--- config.mk ---
export PLATFORM = sky130hd
export DESIGN_NAME = vga_timing_gen_flat
export DESIGN_NICKNAME = d
export VERILOG_FILES = /design/src/rtl/vga_timing_gen_pkg.sv /design/src/rtl/vga_timing_gen_if.sv /design/src/rtl/vga_timing_gen_sync_2ff.sv /design/src/rtl/vga_timing_gen.sv /design/src/flat_wrapper.sv
export SDC_FILE = /design/constraint.sdc
export NUM_CORES = 1
export LEC_CHECK = 0
export CORE_ASPECT_RATIO = 1.4
export CORE_UTILIZATION = 29
export DETAILED_ROUTE_END_ITERATION = 12
export PLACE_DENSITY = 0.45
export SLEW_MARGIN = 20
export SYNTH_ARGS = -nofsm -noshare
export SYNTH_HDL_FRONTEND = slang
export SYNTH_SLANG_ARGS = --single-unit
--- constraint.sdc ---
create_clock -name clk -period 3 [get_ports clk]
set_clock_uncertainty 0.05 [all_clocks]
set_input_delay 0.45 -clock clk [delete_from_list [all_inputs] [get_ports clk]]
set_output_delay 0.45 -clock clk [all_outputs]
set_load 0.05 [all_outputs]
--- src/rtl/vga_timing_gen_pkg.sv ---
// 720x480p60 raster constants, counter widths and sync polarities shared by
// the timing generator and its consumers.
package vga_timing_pkg;

    localparam int H_ACTIVE = 720;
    localparam int H_FP     = 16;
    localparam int H_SYNC   = 62;
    localparam int H_BP     = 60;
    localparam int H_TOTAL  = H_ACTIVE + H_FP + H_SYNC + H_BP;

    localparam int V_ACTIVE = 480;
    localparam int V_FP     = 9;
    localparam int V_SYNC   = 6;
    localparam int V_BP     = 30;
    localparam int V_TOTAL  = V_ACTIVE + V_FP + V_SYNC + V_BP;

    localparam int HCNT_W  = 11;
    localparam int VCNT_W  = 10;
    localparam int COORD_W = 10;

    localparam logic HS_POL = 1'b0;
    localparam logic VS_POL = 1'b0;

endpackage

--- src/rtl/vga_timing_gen_if.sv ---
// Video timing bundle driven by the raster generator into the pixel pipeline.
interface vga_timing_gen_if
    import vga_timing_pkg::*;
();

    logic               hsync;
    logic               vsync;
    logic               de;
    logic [COORD_W-1:0] x;
    logic [COORD_W-1:0] y;
    logic               frame_start;
    logic               line_start;

    modport master (
        output hsync, vsync, de, x, y, frame_start, line_start
    );

    modport slave (
        input  hsync, vsync, de, x, y, frame_start, line_start
    );

endinterface

--- src/rtl/vga_timing_gen_sync_2ff.sv ---
// Generic two-flop synchronizer for slow level signals crossing into clk.
module sync_2ff #(
    parameter int W = 1
) (
    input  logic         clk,
    input  logic         rst_n,
    input  logic [W-1:0] d_i,
    output logic [W-1:0] q_o
);

    logic [W-1:0] meta_q;
    logic [W-1:0] sync_q;

    always_ff @(posedge clk or negedge rst_n) begin
        if (!rst_n) begin
            meta_q <= '0;
            sync_q <= '0;
        end else begin
            meta_q <= d_i;
            sync_q <= meta_q;
        end
    end

    assign q_o = sync_q;

endmodule

--- src/rtl/vga_timing_gen.sv ---
// Raster timing generator: lock-gated h/v counters with a registered decode of
// sync, data enable, coordinates and frame/line strobes.
module vga_timing_gen #(
    parameter int   H_ACTIVE = vga_timing_pkg::H_ACTIVE,
    parameter int   H_FP     = vga_timing_pkg::H_FP,
    parameter int   H_SYNC   = vga_timing_pkg::H_SYNC,
    parameter int   H_BP     = vga_timing_pkg::H_BP,
    parameter int   V_ACTIVE = vga_timing_pkg::V_ACTIVE,
    parameter int   V_FP     = vga_timing_pkg::V_FP,
    parameter int   V_SYNC   = vga_timing_pkg::V_SYNC,
    parameter int   V_BP     = vga_timing_pkg::V_BP,
    parameter logic HS_POL   = vga_timing_pkg::HS_POL,
    parameter logic VS_POL   = vga_timing_pkg::VS_POL
) (
    input  logic             clk,
    input  logic             rst_n,
    input  logic             pll_lock,
    vga_timing_gen_if.master vo
);

    import vga_timing_pkg::*;

    localparam int H_TOT = H_ACTIVE + H_FP + H_SYNC + H_BP;
    localparam int V_TOT = V_ACTIVE + V_FP + V_SYNC + V_BP;

    localparam logic [HCNT_W-1:0] H_LAST  = HCNT_W'(H_TOT - 1);
    localparam logic [HCNT_W-1:0] H_ACT_N = HCNT_W'(H_ACTIVE);
    localparam logic [HCNT_W-1:0] HS_BEG  = HCNT_W'(H_ACTIVE + H_FP);
    localparam logic [HCNT_W-1:0] HS_END  = HCNT_W'(H_ACTIVE + H_FP + H_SYNC);
    localparam logic [VCNT_W-1:0] V_LAST  = VCNT_W'(V_TOT - 1);
    localparam logic [VCNT_W-1:0] V_ACT_N = VCNT_W'(V_ACTIVE);
    localparam logic [VCNT_W-1:0] VS_BEG  = VCNT_W'(V_ACTIVE + V_FP);
    localparam logic [VCNT_W-1:0] VS_END  = VCNT_W'(V_ACTIVE + V_FP + V_SYNC);

    logic lock_s;

    sync_2ff #(.W(1)) u_lock_sync (
        .clk   (clk),
        .rst_n (rst_n),
        .d_i   (pll_lock),
        .q_o   (lock_s)
    );

    // run_q marks that counters have sat at 0,0 for one locked cycle, so the
    // first decoded pixel is always the frame origin.
    logic               run_q;
    logic [HCNT_W-1:0]  h_q, h_d;
    logic [VCNT_W-1:0]  v_q, v_d;

    logic               hsync_q, hsync_d;
    logic               vsync_q, vsync_d;
    logic               de_q, de_d;
    logic [COORD_W-1:0] x_q, x_d;
    logic [COORD_W-1:0] y_q, y_d;
    logic               fs_q, fs_d;
    logic               ls_q, ls_d;

    always_comb begin
        h_d = h_q;
        v_d = v_q;
        if (!lock_s) begin
            h_d = '0;
            v_d = '0;
        end else if (run_q) begin
            if (h_q == H_LAST) begin
                h_d = '0;
                v_d = (v_q == V_LAST) ? '0 : v_q + 1'b1;
            end else begin
                h_d = h_q + 1'b1;
            end
        end
    end

    // Decode of the current counters; registered below so every output shares
    // the same one-cycle latency.
    always_comb begin
        hsync_d = ~HS_POL;
        vsync_d = ~VS_POL;
        de_d    = 1'b0;
        x_d     = '0;
        y_d     = '0;
        fs_d    = 1'b0;
        ls_d    = 1'b0;
        if (lock_s && run_q) begin
            de_d    = (h_q < H_ACT_N) && (v_q < V_ACT_N);
            hsync_d = ((h_q >= HS_BEG) && (h_q < HS_END)) ? HS_POL : ~HS_POL;
            vsync_d = ((v_q >= VS_BEG) && (v_q < VS_END)) ? VS_POL : ~VS_POL;
            x_d     = de_d ? h_q[COORD_W-1:0] : '0;
            y_d     = de_d ? COORD_W'(v_q) : '0;
            ls_d    = (h_q == '0);
            fs_d    = (h_q == '0) && (v_q == '0);
        end
    end

    always_ff @(posedge clk or negedge rst_n) begin
        if (!rst_n) begin
            run_q   <= 1'b0;
            h_q     <= '0;
            v_q     <= '0;
            hsync_q <= ~HS_POL;
            vsync_q <= ~VS_POL;
            de_q    <= 1'b0;
            x_q     <= '0;
            y_q     <= '0;
            fs_q    <= 1'b0;
            ls_q    <= 1'b0;
        end else begin
            run_q   <= lock_s;
            h_q     <= h_d;
            v_q     <= v_d;
            hsync_q <= hsync_d;
            vsync_q <= vsync_d;
            de_q    <= de_d;
            x_q     <= x_d;
            y_q     <= y_d;
            fs_q    <= fs_d;
            ls_q    <= ls_d;
        end
    end

    assign vo.hsync       = hsync_q;
    assign vo.vsync       = vsync_q;
    assign vo.de          = de_q;
    assign vo.x           = x_q;
    assign vo.y           = y_q;
    assign vo.frame_start = fs_q;
    assign vo.line_start  = ls_q;

endmodule

--- src/flat_wrapper.sv ---
// flat-port wrapper written by rule: the top's interface ports become plain ports
module vga_timing_gen_flat import vga_timing_pkg::*;
#(
    parameter int   H_ACTIVE = vga_timing_pkg::H_ACTIVE,
    parameter int   H_FP     = vga_timing_pkg::H_FP,
    parameter int   H_SYNC   = vga_timing_pkg::H_SYNC,
    parameter int   H_BP     = vga_timing_pkg::H_BP,
    parameter int   V_ACTIVE = vga_timing_pkg::V_ACTIVE,
    parameter int   V_FP     = vga_timing_pkg::V_FP,
    parameter int   V_SYNC   = vga_timing_pkg::V_SYNC,
    parameter int   V_BP     = vga_timing_pkg::V_BP,
    parameter logic HS_POL   = vga_timing_pkg::HS_POL,
    parameter logic VS_POL   = vga_timing_pkg::VS_POL
)
  (clk, rst_n, pll_lock, vo_hsync, vo_vsync, vo_de, vo_x, vo_y, vo_frame_start, vo_line_start);
  vga_timing_gen_if vo_i ();
  input  logic clk;
  input  logic rst_n;
  input  logic pll_lock;
  output wire logic [$bits(vo_i.hsync)-1:0] vo_hsync;
  output wire logic [$bits(vo_i.vsync)-1:0] vo_vsync;
  output wire logic [$bits(vo_i.de)-1:0] vo_de;
  output wire logic [$bits(vo_i.x)-1:0] vo_x;
  output wire logic [$bits(vo_i.y)-1:0] vo_y;
  output wire logic [$bits(vo_i.frame_start)-1:0] vo_frame_start;
  output wire logic [$bits(vo_i.line_start)-1:0] vo_line_start;
  assign vo_hsync = vo_i.hsync;
  assign vo_vsync = vo_i.vsync;
  assign vo_de = vo_i.de;
  assign vo_x = vo_i.x;
  assign vo_y = vo_i.y;
  assign vo_frame_start = vo_i.frame_start;
  assign vo_line_start = vo_i.line_start;
  vga_timing_gen #(.H_ACTIVE(H_ACTIVE), .H_FP(H_FP), .H_SYNC(H_SYNC), .H_BP(H_BP), .V_ACTIVE(V_ACTIVE), .V_FP(V_FP), .V_SYNC(V_SYNC), .V_BP(V_BP), .HS_POL(HS_POL), .VS_POL(VS_POL)) u_core (.clk(clk), .rst_n(rst_n), .pll_lock(pll_lock), .vo(vo_i));
endmodule
### Yosys cells after proc, flatten, opt, wreduce, memory -nomap -nowiden

Cells that the tools add are included.

* output and inout bits: 25
* bits of input ports: 3
* logic and storage cells: 50
* register bits: 49

* add/subtract/negate cells: 2
* mux-type cells: 18
* eq/ne operators: 4
* order comparisons: 6
* reduce and logical (&&, ||, !) cells: 8

Operators with widths (count)
* 10-bit two-way mux: 8
* 11-bit two-way mux: 3
* 11-bit by 10-bit < comparator with 1-bit output (second input constant): 2
* 10-bit by 9-bit < comparator with 1-bit output (second input constant): 2
* 11-bit by 1-bit adder with 11-bit output (second input constant): 1
* 11-bit by 10-bit equality test with 1-bit output (second input constant): 1
* 11-bit by 10-bit greater-or-equal comparator with 1-bit output (second input constant): 1
* 11-bit logical NOT: 1
* 10-bit by 1-bit adder with 10-bit output (second input constant): 1
* 10-bit equality test (second input constant): 1
* 10-bit by 9-bit greater-or-equal comparator with 1-bit output (second input constant): 1
* 10-bit logical NOT: 1
* 1-bit two-way mux: 7
* 1-bit logical AND: 5
* 2-bit by 1-bit inequality test with 1-bit output (second input constant): 2
* 2-bit AND reduction: 1

### Depth between registers and ports, before layout

Gate-level depths: netlist of run 1.

* depth in word-level cells: 5
* mapped depth: 7
* depth with buffers taken out: 6

### Hierarchy

A second synthesis of run 1 with hierarchy kept.

* cell total of the unflattened synthesis: 212
* area, all modules: 2274.7 µm²

By module, submodules not included
* vga_timing_gen: instances 1, area each 2224.6 µm², cells an instance 210, seq. area each 1178.6 µm²
* sync_2ff: instances 1, area each 50.0 µm², cells an instance 2, seq. area each 50.0 µm²

### Least setup slack after synthesis of run 1

Ideal clock, no wire load.

* path kind: reg-to-reg
* start: register u_core.v_q[0]
* end: register u_core.v_q[3]
* setup slack: 1276 ps
* data required time: 2855 ps
* setup time: 95 ps
* cell stages (with the launch flop): 7
* path buffers: 0
* period minus slack after synthesis: 1724 ps
* data arrival time: 1578 ps
* cell sequence: dfrtp_1 > inv_1 > ha_1 > nor4b_2 > a31oi_1 > nand2_2 > o31ai_1

* word-level cells in the longest chain between the ends: 5
* elaborated cells between the ends (all ways): 6
* those cells by class: 1 x add/sub; 1 x eq/ne; 4 x mux

RTL lines
* start, declared: RTL line vga_timing_gen.sv:48 `logic [VCNT_W-1:0] v_q, v_d;`
* start signal, assigned: RTL line vga_timing_gen.sv:110 `v_q <= v_d;`
* 10-bit by 1-bit adder with 10-bit output or 10-bit equality test (tied branches): RTL line vga_timing_gen.sv:67 `v_d = (v_q == V_LAST) ? '0 : v_q + 1'b1;`
* 10-bit two-way mux *: RTL line vga_timing_gen.sv:67
* 10-bit two-way mux *: RTL line vga_timing_gen.sv:65 `if (h_q == H_LAST) begin`
* 10-bit two-way mux *: RTL line vga_timing_gen.sv:64 `end else if (run_q) begin`
* 10-bit two-way mux *: RTL line vga_timing_gen.sv:61 `if (!lock_s) begin`

Every way passes the cells marked *; elsewhere a longest branch is shown, timed or not. The select of a mux whose other input is x is not followed.
A chain may end at the register's enable or synchronous reset.

### Worst setup path in the final report of run 1

* start: register u_core.hsync_q (netlist: u_core.vo.hsync)
* end: output vo_hsync

RTL lines
* start, declared: RTL line vga_timing_gen.sv:50 `logic hsync_q, hsync_d;`
* start signal, assigned: RTL line vga_timing_gen.sv:100 `hsync_q <= ~HS_POL;`
* start signal, assigned: RTL line vga_timing_gen.sv:111 `hsync_q <= hsync_d;`
* end, declared: RTL line flat_wrapper.sv:20 `output wire logic [$bits(vo_i.hsync)-1:0] vo_hsync;`

No word-level cell between the ends.

==> flow_metrics.tcl, run 1 <==
set metrics [dict create \
    cts_max_level 2 \
    initial_core_util_pct 30.52 \
    crit_type "reg -> out" \
    power_density_nw_per_um2 418.8 \
    antenna_left 0 \
    seq_area_um2 1229 \
    clockBufferDepth 2 \
    setup_ws_ps 879.1 \
    worstHoldEndpoint "u_core.u_lock_sync.q_o$_DFF_PN0_" \
    dp_cells 326 \
    place_ws_ps 949.3 \
    regToRegEndpoint "u_core.v_q[3]$_DFFE_PN0P_" \
    grt_max_degree 23 \
    finalMaxSlewViolations 0 \
    layout_common_cells "dfrtp_1, clkdlybuf4s50_1, and2_1" \
    gp_congestion 0.8570 \
    hold_viol 0 \
    ys_seq_area_share_pct 54.02 \
    grt_pass1_vias 1590 \
    final_cell_area_um2 2719 \
    hp-class "reg -> reg" \
    grt_overflow 0 \
    drive_gt1_share_pct 8.403 \
    cts_hold_buf 1 \
    root_buffer "clkbuf_8" \
    holdWs_ps 306.4 \
    yosys-top-cells-area "dfrtp_1, and2_1, ha_1, o21ai_0, dfstp_2" \
    yosys.area.top_type "dfrtp_1" \
    cp-start-kind "flip-flop" \
    fillers 745 \
    die_area_um2 8207 \
    nets 247 \
    grt_first_pass_wirelength_um 8093 \
    final_common_cell "dfrtp_1" \
    cts_tree "yes" \
    min_from "u_core.u_lock_sync.meta_q$_DFF_PN0_" \
    synth-seq-cells 49 \
    clkTransAtPathRegs_ps 90 \
    grt_use_total_pct 12.68 \
    area_delta_synth_final_pct 19.53 \
    cts_buffers 5 \
    cpMaxStageDelayCell "clkdlybuf4s50_1" \
    cap_violations 0 \
    worstSkewPairLatency_ps 310 \
    arrival_ps 1620 \
    syn_nets 218 \
    post-route-period-util_pct 70.70 \
    cp.required_ps 2500 \
    endpoint_kind "primary output" \
    io_pins 28 \
    ys_types 48 \
    r2r-start "u_core.v_q[1]$_DFFE_PN0P_" \
    critPathBufInv 1 \
    outcome "finished clean" \
    die_w_um 76.85 \
    cts_sinks 49 \
    min_period_ps 2121 \
    routed_via_density 4.836 \
    syn_area_per_cell_um2 10.94 \
    slowest_delay_ps 790 \
    diodes 0 \
    synth_ff_type "dfrtp_1" \
    synth_edf_count 0 \
    syn_area_um2 2275 \
    worst_pin_slew_ps 704.6 \
    post-cts-setup-buffers 0 \
    finalSetupTns_ps 0 \
    cp_max_fo 1 \
    async_reset_ff_share_pct 100.0 \
    whs_path_depth 0 \
    irDropWorstVdd_mv 0.1700 \
    vias 1620 \
    netlist.area_leader.share_pct 51.71 \
    worst_r2r_path_depth 6 \
    drt_first_pass_iters 4 \
    yosysWarnings 0 \
    multi_input_area_um2 960.9 \
    post_drt_wl_per_cell_um 14.39 \
    path_cells "clkdlybuf4s50_1" \
    p_leak_nw 1.113 \
    rrSetupSlack_ps 920 \
    setup_violations 0 \
    max_clock_freq_mhz 471.5 \
    wl_um 4820 \
    grt_antenna_before_repair 0 \
    drc 0 \
    core_area_um2 7453 \
    final_util_pct 36.48 \
    maxSlewHeadroom_pct 52.41 \
    stdcell_count 335 \
    cts.repair.resized 0 \
    die_h_um 106.8 \
    numPortBuffers 27 \
    path_delay_family "buffers and inverters" \
    syn_inst 208 \
    rsz0062_at_grt "false" \
    rows 37 \
    detailed_place_hpwl_um 3523 \
    finalPower_mw 1.139 \
    first_iter_violations 87 \
    place_area_um2 2621 \
]
area by class of cell:
| type | count | share of cell area [%] |
|---|---|---|
| flip-flops and latches | 49 | 45.19 |
| multi-input cells | 143 | 35.34 |
| repair buffers | 30 | 10.68 |
| well taps | 97 | 4.464 |
| clock buffers | 6 | 2.669 |
| inverters | 8 | 1.104 |
| clock inverters | 2 | 0.5522 |
registers in the layout, indices dropped and copies added, names as in the netlist:
signal,cells
u_core.h_q,11
u_core.v_q,10
u_core.vo.x,10
u_core.vo.y,10
u_core.run_q,1
u_core.u_lock_sync.meta_q,1
u_core.u_lock_sync.q_o,1
u_core.vo.de,1
u_core.vo.frame_start,1
u_core.vo.hsync,1
u_core.vo.line_start,1
u_core.vo.vsync,1
cells in the mapped netlist (all sizes together), types with 2 or more instances:
library cell	number
o211ai	3
nor2b	3
a21oi	6
or3	4
nand4	7
ha	7
a31oi	3
nand2b	2
dfstp	2
nand3	10
xor2	2
nor4b	2
inv	8
dfrtp	47
and3	3
nor4	3
nand2	14
xnor2	4
nor2	10
clkbuf	3
o21ai	11
buf	5
and2	20
a311oi	2
nor3	4
o31ai	4
nand4b	2
and4	3
how the worst max path moves through the flow:
stage,cells past startpoint,slack [ps],endpoint,from
floorplan,6,1280,u_core.v_q[3]$_DFFE_PN0P_,u_core.v_q[0]$_DFFE_PN0P_
finish,1,880,vo_hsync,u_core.vo.hsync$_DFF_PN1_
CTS,1,870,vo_hsync,u_core.vo.hsync$_DFF_PN1_
global route,6,810,u_core.v_q[3]$_DFFE_PN0P_,u_core.v_q[1]$_DFFE_PN0P_
detailed placement,6,950,u_core.v_q[3]$_DFFE_PN0P_,u_core.v_q[0]$_DFFE_PN0P_
global placement,6,920,u_core.v_q[3]$_DFFE_PN0P_,u_core.v_q[1]$_DFFE_PN0P_
report_power, final:
part / switching [mW] / internal, mW / leakage (nW) / total (mW)
clock network: 0.224 / 0.165 / 0.0374 / 0.388
registers: 0.00813 / 0.668 / 0.664 / 0.676
logic: 0.0507 / 0.0230 / 0.411 / 0.0738
total: 0.283 / 0.856 / 1.11 / 1.14
layer usage:
metal	track usage (%)	vias up	wire length, um
met3	2.383	6	119
met4	6.456	0	90
met5	0	-	0
li1	-	798	-
met1	16.00	789	2281
met2	20.60	27	2329
kinds of logic after synthesis:
kind of cell    after synthesis  synth area share [%]
other cells                   1                0.1649
flops                        49                 54.02
simple gates                 93                 25.19
buf+inv                      16                 3.740
xor+xnor                      6                 2.310
compound gates               34                 9.792
fa+ha+maj                     7                 3.850
mux                           2                0.9351
(Power assumes the default switching activity.)
==> run 2, diff against run 1 <==
==> constraint.sdc (replaced) <==
create_clock -name clk -period 2.1 [get_ports clk]
set_clock_uncertainty 0.05 [all_clocks]
set_input_delay 0.315 -clock clk [delete_from_list [all_inputs] [get_ports clk]]
set_output_delay 0.315 -clock clk [all_outputs]
set_load 0.05 [all_outputs]
==> run 2 against run 1 <==
  * Total power rose by 45%
  * Highest routed layer unchanged
  * Critical endpoint unchanged
  * Wire length up 4.1%
  * Worst setup slack worse by 760 ps
==> flow_metrics.tcl, run 2 (synthesis results as in run 1) <==
set metrics [dict create \
    post-route-period-util_pct 94.45 \
    numPortBuffers 27 \
    die_w_um 76.85 \
    setup_violations 0 \
    first_iter_violations 68 \
    power_frac_seq_pct 58.4 \
    cts_tree "yes" \
    rsz0062_at_grt "false" \
    wl_um 5019 \
    die_area_um2 8207 \
    regMostFlops "u_core.h_q" \
    diodes 0 \
    critPathBufInv 1 \
    largest_reg_flops 11 \
    internal_power_mw 1.235 \
    clockPowerShare_pct 34.1 \
    p_leak_nw 1.219 \
    path_cells "clkdlybuf4s50_1" \
    grt_overflow 0 \
    cp-start-kind "flip-flop" \
    vias 1696 \
    path_delay_family "buffers and inverters" \
    worst_pin_slew_ps 574.0 \
    power_density_nw_per_um2 574.7 \
    min_period_ps 1983 \
    clockBufferDepth 2 \
    routed_via_density 4.832 \
    outcome "finished clean" \
    final_common_cell "dfrtp_1" \
    grt_first_pass_wirelength_um 8618 \
    drc 0 \
    cpMaxStageDelayCell "clkdlybuf4s50_1" \
    critical_path_depth 1 \
    switchingPower_mw 0.4141 \
    area_delta_synth_final_pct 26.13 \
    nets 263 \
    regToRegEndpoint "u_core.v_q[4]$_DFFE_PN0P_" \
    hold_viol 0 \
    endpoint "vo_hsync" \
    die_h_um 106.8 \
    antenna_left 0 \
    detailed_place_hpwl_um 3723 \
    hp-class "reg -> reg" \
    rrSetupSlack_ps 270 \
    worst_r2r_path_depth 6 \
    p_sw_share_pct 25.12 \
    endpoint_kind "primary output" \
    finalMaxSlewViolations 0 \
    arrival_ps 1620 \
    cts_buffers 5 \
    combPwrFrac_pct 7.4 \
    grt_antenna_before_repair 0 \
    max_clock_freq_mhz 504.2 \
    worstSkewPairLatency_ps 300 \
    maxSlewHeadroom_pct 61.23 \
    gp_congestion 0.8109 \
    irDropWorstVdd_mv 0.3243 \
    grt_pass1_vias 1729 \
    io_pins 28 \
    drive_gt1_share_pct 14.96 \
    cap_violations 0 \
    layout_common_cells "dfrtp_1, clkdlybuf4s50_1, and2_1" \
    cts_sinks 49 \
    core_area_um2 7453 \
    cp.required_ps 1740 \
    initial_core_util_pct 30.52 \
    cts_max_level 2 \
    finalSetupTns_ps 0 \
    post_drt_wl_per_cell_um 14.30 \
    crit_type "reg -> out" \
    slowest_delay_ps 790 \
    rows 37 \
    clkTransAtPathRegs_ps 100 \
    grt_use_total_pct 13.63 \
    drt_first_pass_iters 4 \
    grt_max_degree 21 \
    startpoint "u_core.vo.hsync$_DFF_PN1_" \
    holdWs_ps 309.4 \
    r2r-start "u_core.h_q[1]$_DFFE_PN0P_" \
    cp_max_fo 1 \
    root_buffer "clkbuf_8" \
]
run 2: how the worst min path moves through the flow:
stage	startpoint	end	slack, ps	depth (start not counted)
after floorplan	rst_n	u_core.h_q[0]$_DFFE_PN0P_	-30	0
after global placement	rst_n	u_core.h_q[6]$_DFFE_PN0P_	170	1
after detailed placement	rst_n	u_core.h_q[6]$_DFFE_PN0P_	170	1
after CTS	u_core.u_lock_sync.meta_q$_DFF_PN0_	u_core.u_lock_sync.q_o$_DFF_PN0_	310	0
after global routing	u_core.u_lock_sync.meta_q$_DFF_PN0_	u_core.u_lock_sync.q_o$_DFF_PN0_	330	0
final	u_core.u_lock_sync.meta_q$_DFF_PN0_	u_core.u_lock_sync.q_o$_DFF_PN0_	310	0
run 2: stage by stage:
step / area, um^2 / utilization [%] / total power, mW / setup WS [ps] / std cells
6_report: 2869 / 38.49 / 1.649 / 116.6 / 351
3_3_place_gp: 2754 / 36.95 / 1.105 / 117.3 / 342
2_1_floorplan: 2275 / - / 1.044 / 376.2 / 208
3_5_place_dp: 2754 / 36.95 / 1.105 / 98.14 / 342
5_1_grt: 2869 / 38.49 / 1.716 / 83.44 / 351
4_1_cts: 2854 / 38.29 / 1.676 / 65.88 / 351
run 2: what timing repair did:
item	4_1_cts	5_1_grt
endpoints found under the setup margin	0	7
hold endpoints to repair	10	0
setup buffers	0	0
resized for setup	0	2
hold buffers	1	0
run 2: final cells by class:
class	count	area [um^2]
clock buffers	5	68.82
clock inverters	3	21.27
fillers	740	4584
inverters	8	30.03
multi-input cells	143	975.9
flip-flops and latches	49	1229
well taps	97	121.4
repair buffers	46	422.9
run 2: power by group through the flow:
stage / sequential, mW / clock (mW) / combinational [mW]
global route: 0.966 / 0.616 / 0.135
CTS: 0.963 / 0.588 / 0.125
global placement: 0.982 / 0 / 0.123
detailed placement: 0.982 / 0 / 0.123
floorplan: 1.00 / 0 / 0.0425
finish: 0.964 / 0.563 / 0.122
run 2: per-layer routing:
layer  global-route usage, %  part of all wire, %  vias up
li1                        -                    -      828
met1                   17.12                   46      838
met2                   22.77                   51       26
met3                   2.383                  2.1        4
met4                   6.044                  1.6        0
met5                       0                    0        -
